==> config.mk <==
export PLATFORM = sky130hd
export DESIGN_NAME = instr_fetch
export DESIGN_NICKNAME = d
export VERILOG_FILES = /design/src/rtl/instr_fetch.sv
export SDC_FILE = /design/constraint.sdc
export NUM_CORES = 1
export LEC_CHECK = 0
export ABC_CLOCK_PERIOD_IN_PS = 15700
export CORE_MARGIN = 1
export CORE_UTILIZATION = 40
export DETAILED_ROUTE_END_ITERATION = 10
export PLACE_DENSITY = 0.76
export SETUP_SLACK_MARGIN = 0.4
export SYNTH_ARGS = -nofsm -noshare
export SYNTH_HDL_FRONTEND = slang
export SYNTH_SLANG_ARGS = --single-unit
==> constraint.sdc <==
create_clock -name clk -period 15.7 [get_ports clk]
set_input_delay 3.925 -clock clk [delete_from_list [all_inputs] [get_ports clk]]
set_output_delay 3.925 -clock clk [all_outputs]
set_load 0.005 [all_outputs]
==> src/rtl/instr_fetch.sv <==
// instr_fetch: PC generator, imem request/response tracker and small
// instruction FIFO in front of decode. Redirects flush and drop stale words.
// Ports: clk, rst_n (sync, active low); imem_req_valid/ready/addr request
// channel; imem_rsp_valid/data in-order responses; redirect_valid/pc from
// execute; out_valid/ready/instr/pc towards decode.
// Build option FETCH_MISALIGN_CHK_EN: adds out_misalign; a misaligned
// redirect enqueues one NOP entry flagged misaligned and halts fetch until
// the next redirect. Without it the redirect target is aligned down.
module instr_fetch #(
   parameter logic [31:0] RESET_PC = 32'h0000_0000,
   parameter int unsigned DEPTH    = 2
) (
   input  logic        clk,
   input  logic        rst_n,
   output logic        imem_req_valid,
   input  logic        imem_req_ready,
   output logic [31:0] imem_req_addr,
   input  logic        imem_rsp_valid,
   input  logic [31:0] imem_rsp_data,
   input  logic        redirect_valid,
   input  logic [31:0] redirect_pc,
   output logic        out_valid,
   input  logic        out_ready,
   output logic [31:0] out_instr,
   output logic [31:0] out_pc
`ifdef FETCH_MISALIGN_CHK_EN
   ,
   output logic        out_misalign
`endif
);

   localparam int unsigned AW = $clog2(DEPTH);
   localparam int unsigned CW = AW + 1;
   localparam logic [31:0] NOP = 32'h0000_0013;

   logic [31:0]   fetch_pc;
   logic [CW-1:0] outstanding;
   logic [CW-1:0] drop;
   logic [CW-1:0] count;
   logic [AW-1:0] wr_ptr;
   logic [AW-1:0] rd_ptr;
   logic [AW-1:0] pq_wr;
   logic [AW-1:0] pq_rd;
   logic          halt;

   logic [31:0] f_instr [DEPTH];
   logic [31:0] f_pc    [DEPTH];
   logic [31:0] pcq     [DEPTH];

   logic          redir_mis;
   logic [31:0]   redir_tgt;
   logic [CW:0]   inflight;
   logic [CW-1:0] out_after;
   logic          req_fire;
   logic          pop_raw;
   logic          do_pop;
   logic          rsp_take;

`ifdef FETCH_MISALIGN_CHK_EN
   logic f_mis [DEPTH];
   assign redir_mis = redirect_valid && (redirect_pc[1:0] != 2'b00);
   assign redir_tgt = redirect_pc;
`else
   assign redir_mis = 1'b0;
   assign redir_tgt = {redirect_pc[31:2], 2'b00};
`endif

   assign out_valid = (count != '0);
   assign pop_raw   = out_valid && out_ready;

   // A slot freed by this cycle's pop is already reusable, which keeps
   // one request per cycle flowing with DEPTH=2 and zero-wait memory.
   assign inflight = {1'b0, outstanding} + {1'b0, count}
                   - {{CW{1'b0}}, pop_raw};

   assign imem_req_valid = rst_n && !redirect_valid && !halt
                        && (inflight < (CW+1)'(DEPTH));
   assign imem_req_addr  = fetch_pc;

   assign req_fire  = imem_req_valid && imem_req_ready;
   assign do_pop    = pop_raw && !redirect_valid;
   assign rsp_take  = imem_rsp_valid && (drop == '0) && !redirect_valid;
   assign out_after = outstanding - {{(CW-1){1'b0}}, imem_rsp_valid};

   assign out_instr = out_valid ? f_instr[rd_ptr] : '0;
   assign out_pc    = out_valid ? f_pc[rd_ptr]    : '0;

   always_ff @(posedge clk) begin
      if (!rst_n) begin
         fetch_pc    <= RESET_PC;
         outstanding <= '0;
         drop        <= '0;
         count       <= '0;
         wr_ptr      <= '0;
         rd_ptr      <= '0;
         pq_wr       <= '0;
         pq_rd       <= '0;
         halt        <= 1'b0;
      end else if (redirect_valid) begin
         // Everything still in flight after this cycle is stale.
         fetch_pc    <= redir_tgt;
         outstanding <= out_after;
         drop        <= out_after;
         rd_ptr      <= '0;
         pq_wr       <= '0;
         pq_rd       <= '0;
         wr_ptr      <= redir_mis ? AW'(1) : '0;
         count       <= redir_mis ? CW'(1) : '0;
         halt        <= redir_mis;
      end else begin
         if (req_fire) begin
            fetch_pc <= fetch_pc + 32'd4;
            pq_wr    <= pq_wr + AW'(1);
         end
         outstanding <= out_after + {{(CW-1){1'b0}}, req_fire};
         if (imem_rsp_valid && (drop != '0))
            drop <= drop - CW'(1);
         if (rsp_take) begin
            wr_ptr <= wr_ptr + AW'(1);
            pq_rd  <= pq_rd + AW'(1);
         end
         if (do_pop)
            rd_ptr <= rd_ptr + AW'(1);
         count <= count
                + {{(CW-1){1'b0}}, rsp_take}
                - {{(CW-1){1'b0}}, do_pop};
      end
   end

   always_ff @(posedge clk) begin
      if (rst_n && redir_mis) begin
         f_instr[0] <= NOP;
         f_pc[0]    <= redirect_pc;
      end else if (rst_n && rsp_take) begin
         f_instr[wr_ptr] <= imem_rsp_data;
         f_pc[wr_ptr]    <= pcq[pq_rd];
      end
      if (req_fire)
         pcq[pq_wr] <= fetch_pc;
   end

`ifdef FETCH_MISALIGN_CHK_EN
   always_ff @(posedge clk) begin
      if (rst_n && redir_mis)
         f_mis[0] <= 1'b1;
      else if (rst_n && rsp_take)
         f_mis[wr_ptr] <= 1'b0;
   end
   assign out_misalign = out_valid && f_mis[rd_ptr];
`endif

`ifndef SYNTHESIS
   always_ff @(posedge clk) begin
      if (rst_n && imem_rsp_valid)
         assert (outstanding != '0)
         else $error("imem response with nothing outstanding");
   end
`endif

endmodule
# Word level (Yosys, flattened, before mapping)
# Memories as Yosys holds them, arrays and structs flattened. A register that Yosys moved wholly into a read port is not among the register bits.
# Index checks and enable logic that the tools add are counted.
dict set report totals {
  reg_bits 42
  ram_bits 192
  out_inout_bits 98
  word_cells 59
  mem_count 3
}
# memory words word_bits rd rd_ports_with_merged_regs write_ports line
set memory_table {}
lappend memory_table {f_instr 2 32 1 1 1 46} ;# logic [31:0] f_instr [DEPTH];
lappend memory_table {f_pc 2 32 1 1 1 47} ;# logic [31:0] f_pc [DEPTH];
lappend memory_table {pcq 2 32 1 1 1 48} ;# logic [31:0] pcq [DEPTH];
dict set report op_classes {
  add_sub_neg 12
  order_cmp 1
  mux 17
  bitwise 1
  n_reduce_logical 16
}
# operator n
set op_table {}
lappend op_table {{$mux 32} 4}
lappend op_table {{$add 32x3->32 const B} 1}
lappend op_table {{$mux 1} 10}
lappend op_table {{$logic_and 1x1->1} 9}
lappend op_table {{$reduce_bool 2->1} 4}
lappend op_table {{$mux 2} 3}
lappend op_table {{$add 1x1->1 const B} 4}
lappend op_table {{$add 2x1->2} 2}
lappend op_table {{$sub 2x1->2} 2}
lappend op_table {{$add 2x2->3} 1}
lappend op_table {{$lt 3x2->1 const B} 1}
lappend op_table {{$sub 3x1->3} 1}
lappend op_table {{$logic_not 2->1} 1}
lappend op_table {{$reduce_or 2->1} 1}
lappend op_table {{$sub 2x1->2 const B} 1}
lappend op_table {{$logic_not 1->1} 1}
lappend op_table {{$not 1->1} 1}

# Logic depth before layout (Yosys ltp)
# Gate-level depths: netlist of the first run.
dict set report logic_depth {
  word_depth 8
  depth_mapped 12
  depth_no_buf 12
}

# Worst setup path after synthesis of the first run
# OpenSTA, ideal clock, no wires.
dict set report synth_timing {
  path_type {input -> register}
  from {in rst_n}
  to {mem f_instr[0][0] (enable)}
  setup_time_ns 0.558
  arrival_ns 8.793
  slack_ns 6.349
  cell_stages 4
  path_buffers 2
  cell_sequence {clkbuf_1 inv_1 clkbuf_1 nor3_1}
}
dict set report synth_via {
  elab_chain_len 3
}
# element line
set synth_lines {}
lappend synth_lines {{start, declared} 14} ;# input logic rst_n,
lappend synth_lines {{$logic_and 1x1->1} 134} ;# end else if (rst_n && rsp_take) begin
lappend synth_lines {{$mux 1} 134}
lappend synth_lines {{$mux 1 (implied by the code)} 135} ;# f_instr[wr_ptr] <= imem_rsp_data;
lappend synth_lines {{end, declared} 46}
# Every way passes these cells.

# Worst setup path after layout of the first run
dict set report layout_timing {
  from {in out_ready}
  to {out imem_req_valid}
}
dict set report layout_via {
  elab_chain_len 4
}
# element line
set layout_lines {}
lappend layout_lines {{start, declared} 23} ;# input logic out_ready,
lappend layout_lines {{$logic_and 1x1->1} 69} ;# assign pop_raw = out_valid && out_ready;
lappend layout_lines {{$sub 3x1->3} 74} ;# - {{CW{1'b0}}, pop_raw};
lappend layout_lines {{$lt 3x2->1} 77} ;# && (inflight < (CW+1)'(DEPTH));
lappend layout_lines {{$logic_and 1x1->1} 77}
lappend layout_lines {{end, declared} 15} ;# output logic imem_req_valid,
# Every way passes these cells.

==> summary.md, run 1 <==
| Metric | Value |
|---|---|
| Crit. End Element | output pin |
| Slew @ Worst Pin | 935 ps |
| Post-layout net count | approximately 900 |
| Data required, critical path | 11770 ps |
| Synth cell types | 50 |
| CTS tree | done |
| Final ANT Viol Nets | 0 |
| Core area | 22600 um2 |
| Sink Count | around 230 |
| Ys flop type | edfxtp_1 |
| Setup Buffers After CTS | 0 |
| Fin crit share | 66.3% |
| Largest net degree at the start of global routing | 65 |
| Synth warn | 0 |
| IO Count | 168 |
| RSZ-0062 raised after global routing | false |
| Vias in the first global route | 5907 |
| Sequential power share | ~52% |
| Reg-to-Reg Start | count[1] |
| Layout cells sized above 1 | 10.7% |
| I/O Buffers | 161 |
| Gr usage total | between 10% and 20% |
| Pint | roughly 1 mW |
| First-pass GRT wire length | ~32000 um |
| Most frequent cells in the layout | edfxtp_1 (184), clkdlybuf4s50_1 (161), nor2_1 (82), mux2i_1 (62), dfxtp_1 (41) |
| Fillers | approximately 1900 |
| Ys async rst share | 0% |
| Fmax | between 90 and 100 MHz |
| Hold Vio Cnt, Final | 0 |
| Setup TNS | 0 ps |
| Reg2Reg Depth | 14 |
| Max-slew violations | 0 |
| Initial Utilization | 40.9% |
| Worst-skew pair later-pin latency | just over 500 ps |
| Sw Share | 21.9% |
| EDFF count, synth | approximately 180 |
| Commonest non-fill, non-tap cell in the layout | edfxtp_1 |
| Grt ovf | 0 |
| Avg Cell Area, Syn | roughly 14 um2 |
| Setup-failing EPs final | 0 |
| Diodes inserted | 0 |
| Worst Setup Path Type | input port to output pin |
| CTS H-tree lvls | 1 |
| Net load switching power | about 0.29 mW |
| Die Width | 154 um |
| Vias per cell | between 5 and 6 |
| P per Cell Area | around 110 nW/um2 |
| DR vias | about 5900 |
| Syn Std Cell Area | slightly above 9000 um2 |
| CTS Buffer Depth | 3 |
| Post-cts resize count | 0 |
| Final min period | about 10000 ps |
| 1st-iter DRT viols | between 400 and 500 |
| Internal reg-to-reg setup slack | approximately 12000 ps |
| Dpl hpwl | around 13000 um |
| Worst-path clk slew | about 60 ps |
| Hold wc startpoint | pq_rd |
| Cts hold-fix bufs | 0 |
| Wire per inst | around 18 um |
| Final wirelength | ~21000 um |
| Root buf cell | clkbuf_16 |
| Logic pwr share | 8.4% |
| Post-synthesis sequential element count | ~230 |
| DR DRC count | 0 |
| Total CTS buffers | 24 |
| Area growth syn-to-layout | 28.5% |
| TritonRoute pass-1 iters | 5 |
| Max Cap Violations | 0 |
| Worst-path maximum fanout | 3 |
| Site Rows | 55 |
| Final core utilization | 52.5% |
| Sequential area share after synthesis | around 69% |
| Min-Delay Path Depth | 2 |
| Lkg Pwr | between 3 and 4 nW |
| Max_slew headroom | ~38% |
| R2r endpoint | outstanding[1] |
| Post-synthesis instance total | 660 |
| Status | completed |
| Clock power frac | approximately two fifths |
| Crit start category | input port |
| VDD IR max | about 0.000062 V |
| HP Class | register to register |
| RD Place Congestion | 0.800 |
| Crit path DAT | approximately 6500 ps |
| Die ar. | 23700 um2 |
| Die extent in y | 154 um |
| Clock skew | slightly below 7 ps |
| Initial antenna violation count | 0 |
[cell families after synthesis]
kind of cell / synth area share, %
XOR/XNOR: 2.65
AND/OR/NAND/NOR: 9.63
adder cells (fa/ha/maj): 1.30
other: 0.0405
AO/OA/AOI/OAI: 4.60
multiplexers: 10.5
flip-flops: 68.8
buffers and inverters: 2.46
[power by group through the flow]
stage	clock (mW)	sequential (mW)	combinational [mW]
2_1_floorplan	0	0.693	0.0548
3_3_place_gp	0	0.697	0.108
3_5_place_dp	0	0.698	0.110
4_1_cts	0.525	0.686	0.111
5_1_grt	0.547	0.688	0.120
6_report	0.513	0.686	0.110
[cells in the mapped netlist, types with 2 or more instances]
master,count,share of area [%]
nand2_1,21,0.85
a21oi_1,27,1.5
buf_4,4,0.32
nor2_1,84,3.4
ha_1,8,1.1
nor3b_1,2,0.16
or4_1,2,0.16
buf_1,2,0.081
xnor2_1,25,2.4
or3_1,2,0.14
dfxtp_1,42,9.1
mux2i_1,62,6.7
mux2_2,31,3.8
and4_1,2,0.19
inv_1,16,0.65
nor2b_1,2,0.14
nor3_1,12,0.65
buf_2,2,0.11
nand3_1,12,0.65
nor4_1,7,0.47
nor4_2,3,0.41
a32oi_1,2,0.19
o311ai_0,2,0.19
o21ai_0,11,0.60
clkbuf_1,28,1.1
xor2_1,3,0.28
a211oi_1,2,0.16
nand4_1,8,0.54
o211ai_1,4,0.32
edfxtp_1,184,60
o22ai_1,10,0.68
and3_1,14,0.95
a22oi_1,7,0.57
[per-layer routing]
layer	wire [um]	vias up	part of all wire (%)	global-route usage, %
met5	0	-	0	0
met4	619	0	3.0	7.43
met3	1300	45	6.3	3.02
met2	9450	224	45	28.7
met1	9390	2836	45	22.9
li1	-	2785	-	-
[layout make-up]
type / instances / area (um2) / area share (%)
Clock buffer: 32 / 662 / 5.57
Clock inverter: 12 / 52.6 / 0.442
Inverter: 17 / 63.8 / 0.537
Multi-Input combinational cell: 383 / 2680 / 22.6
Sequential cell: 226 / 6370 / 53.6
Tap cell: 285 / 357 / 3.00
Timing Repair Buffer: 173 / 1700 / 14.3
[through the flow]
stage / power (mW) / hold slack [ps] / cell area, um2 / worst slack [ps] / cells
3_5_place_dp: 0.809 / 491 / 11200 / 5300 / 1084
2_1_floorplan: 0.748 / 472 / 9260 / 6350 / 663
4_1_cts: 1.32 / 508 / 11900 / 5260 / 1128
6_report: 1.31 / 506 / 11900 / 5290 / 1128
5_1_grt: 1.36 / 543 / 11900 / 5080 / 1128
3_3_place_gp: 0.805 / 487 / 11200 / 5220 / 1084
[worst max-delay path by stage]
stage / end / slack [ps] / start / cells past startpoint
detailed placement: imem_req_valid / 5300 / out_ready / 8
global placement: imem_req_valid / 5220 / out_ready / 8
CTS: imem_req_valid / 5260 / out_ready / 8
finish: imem_req_valid / 5290 / out_ready / 8
floorplan: f_instr[0][0] / 6350 / rst_n / 4
global route: imem_req_valid / 5080 / out_ready / 8
[sequential cells by signal, summed over array words and instances, names as in the netlist, named ones only]
register,count
drop,2
rd_ptr,1
wr_ptr,1
outstanding,2
pq_rd,1
pq_wr,1
count,2
imem_req_addr,30
pcq,60
f_instr,64
f_pc,60
[worst max-delay path, cell delays in order]
cell,delay [ps]
clkdlybuf4s50_1,470
nor2b_1,230
ha_1,270
nand2b_1,150
fa_1,410
xnor2_1,180
nor3b_1,290
clkdlybuf4s50_1,560
(Power assumes the default switching activity.)
==> run 2: changes to the inputs <==
- ABC_CLOCK_PERIOD_IN_PS: 15700 -> 8600
- PLACE_DENSITY: 0.76 -> 0.78
- clock period: 15.7 -> 8.6 ns (I/O delays scaled with it)
==> run 2 against run 1 <==
Against the previous run:
- non-clock buffer count is the same
- highest routed layer is now met5
- via count is essentially flat
- global-route usage grew 0.16 points
- core utilization grew 0.055 points
- combinational power grew 83%
- flip-flop and latch count is the same
- cell count is the same
- routed wire length shrank 1.4%
==> summary.md, run 2 (synthesis gave the netlist of run 1 again) <==
| Metric | Value |
|---|---|
| Layout Cells excl Fill | 1128 (unchanged) |
| Die extent in y | 154 um (unchanged) |
| Setup Buffers After CTS | 0 (unchanged) |
| Post-cts resize count | 0 (unchanged) |
| DR vias | 5893 (was 5890) |
| Fin crit share | 81.6% |
| Final min period | around 7000 ps |
| DR DRC count | 0 (unchanged) |
| Vias per cell | 5.22 (about the same) |
| Logic pwr share | 8.4% (about the same) |
| P per Cell Area | 201 nW/um2 (was 110 nW/um2) |
| Max FFs per register | 64 (unchanged) |
| Site Rows | 55 (unchanged) |
| RD Place Congestion | 0.803 (was 0.800) |
| Final ANT Viol Nets | 0 (unchanged) |
| Die ar. | 23700 um2 (unchanged) |
| Worst-path clk slew | 60 ps (about the same) |
| RSZ-0062 raised after global routing | false (unchanged) |
| Crit path DAT | 4870 ps (was 6490 ps) |
| Worst-skew pair later-pin latency | 510 ps (about the same) |
| Slew @ Worst Pin | 1160 ps (was 935 ps) |
| CTS Buffer Depth | 3 (unchanged) |
| Sw Share | 22.1% (was 21.9%) |
| Dpl hpwl | 12800 um (was 12600 um) |
| Initial antenna violation count | 1 (was 0) |
| Total CTS buffers | 24 (unchanged) |
| Largest register by flop count | f_instr (unchanged) |
| Crit start category | input port (unchanged) |
| Max-slew violations | 0 (unchanged) |
| Net load switching power | 0.529 mW (was 0.287 mW) |
| I/O Buffers | 161 (unchanged) |
| Total chip power | 2.40 mW (was 1.31 mW) |
| Worst-path maximum fanout | 3 (unchanged) |
| Fillers | 1865 (unchanged) |
| Grt ovf | 0 (unchanged) |
| Layout cells sized above 1 | 10.6% (was 10.7%) |
| Clock power frac | 39.3% (was 39.2%) |
| Lkg Pwr | 3.82 nW (was 3.83 nW) |
| Root buf cell | clkbuf_16 (unchanged) |
| Vias in the first global route | 6066 (was 5907) |
| Area growth syn-to-layout | 28.7% (was 28.5%) |
| First-pass GRT wire length | 32600 um (was 32200 um) |
| VDD IR max | 0.000104 V (was 0.0000619 V) |
| CTS tree | done (unchanged) |
| Crit. End Element | output pin (unchanged) |
| Setup TNS | 0 ps (unchanged) |
| Max_slew headroom | 22.9% (was 37.7%) |
| Sink Count | 226 (unchanged) |
| Die Width | 154 um (unchanged) |
| Diodes inserted | 0 (unchanged) |
| Gr usage total | 17.6% (was 17.5%) |
| Sequential standard cell area | 6370 um2 (unchanged) |
| Sequential power share | 52.3% (was 52.4%) |
| Hold WS | 510 ps (was 506 ps) |
| Post-layout net count | 904 (unchanged) |
| Clock skew | 17.4 ps (was 6.93 ps) |
| Pint | 1.87 mW (was 1.02 mW) |
| Core area | 22600 um2 (unchanged) |
| Initial Utilization | 40.9% (unchanged) |
| CTS H-tree lvls | 1 (unchanged) |
| Setup-failing EPs final | 0 (unchanged) |
| Most frequent cells in the layout | edfxtp_1 (184), clkdlybuf4s50_1 (161), nor2_1 (82), mux2i_1 (62), dfxtp_1 (41) (unchanged) |
| 1st-iter DRT viols | 310 (was 438) |
| Multi-input gate area | 2690 um2 (was 2680 um2) |
| Inst Count DP | 1084 (unchanged) |
| Worst Setup Path Type | input port to output pin (unchanged) |
| Commonest non-fill, non-tap cell in the layout | edfxtp_1 (unchanged) |
| TritonRoute pass-1 iters | 5 (unchanged) |
| IO Count | 168 (unchanged) |
| Status | completed (unchanged) |
| Cts hold-fix bufs | 0 (unchanged) |
| Fmax | roughly 140 MHz |
| HP Class | register to register (unchanged) |
| Data required, critical path | 6450 ps (was 11770 ps) |
| Hold Vio Cnt, Final | 0 (unchanged) |
| Final wirelength | 20500 um (was 20800 um) |
| Top Registers | f_instr x64, f_pc x60, pcq x60 (unchanged) |
| Max Cap Violations | 0 (unchanged) |
| Wire per inst | 18.1 um (was 18.4 um) |
| Largest net degree at the start of global routing | 64 (was 65) |
-- run 2: changes by cell type in the layout (fill, tap and decap cells not counted), sizes merged --
| cell | previous run | this run |
|---|---|---|
| clkinv | 12 | 5 |
| clkbuf | 32 | 38 |
| clkinvlp | 0 | 1 |
-- run 2: final cells by class --
| type | count | share of cell area (%) |
|---|---|---|
| Clock buffer | 38 | 5.66 |
| Clock inverter | 6 | 0.421 |
| Sequential cell | 226 | 53.5 |
| Timing Repair Buffer | 173 | 14.3 |
| Inverter | 17 | 0.536 |
| Multi-Input combinational cell | 383 | 22.6 |
| Tap cell | 285 | 3.00 |
-- run 2: path summary, 6_finish.rpt --
| path | from | to | slack, ps | cells past startpoint |
|---|---|---|---|---|
| hold reg to reg | pq_rd | register | 510 | 2 |
| setup / recovery | out_ready | imem_req_valid | 1580 | 8 |
| hold / removal | pq_rd | register | 510 | 2 |
| setup reg to reg | count[0] | pcq[0][3] | 5270 | 9 |
-- run 2: through the flow --
| stage | util (%) | instance area, um2 | setup slack, ps |
|---|---|---|---|
| after floorplan | - | 9260 | 1020 |
| after global placement | 49.4 | 11200 | 1610 |
| after detailed placement | 49.4 | 11200 | 1640 |
| after CTS | 52.6 | 11900 | 1570 |
| after global routing | 52.6 | 11900 | 1480 |
| final | 52.6 | 11900 | 1580 |
-- run 2: metal layers --
layer / wire, um / vias to the layer above / GRT usage [%] / part of all wire, %
met2: 10100 / 226 / 30.3 / 49
met5: 13 / - / 0 / 0.064
li1: - / 2775 / - / -
met4: 459 / 2 / 6.00 / 2.2
met3: 1320 / 44 / 3.21 / 6.4
met1: 8580 / 2846 / 22.4 / 42
-- run 2: critical path: stages --
cell             delay, ps
clkdlybuf4s50_1        480
nor2b_1                250
ha_1                   280
nand2b_1               160
fa_1                   420
xnor2_1                190
nor3b_1                350
clkdlybuf4s50_1        580
-- run 2: power groups by stage --
stage          clock (mW)  combinational, mW  sequential, mW
3_5_place_dp            0              0.201            1.28
3_3_place_gp            0              0.195            1.27
6_report            0.942              0.201            1.25
2_1_floorplan           0              0.100            1.27
5_1_grt              1.01              0.221            1.26
4_1_cts             0.968              0.203            1.25
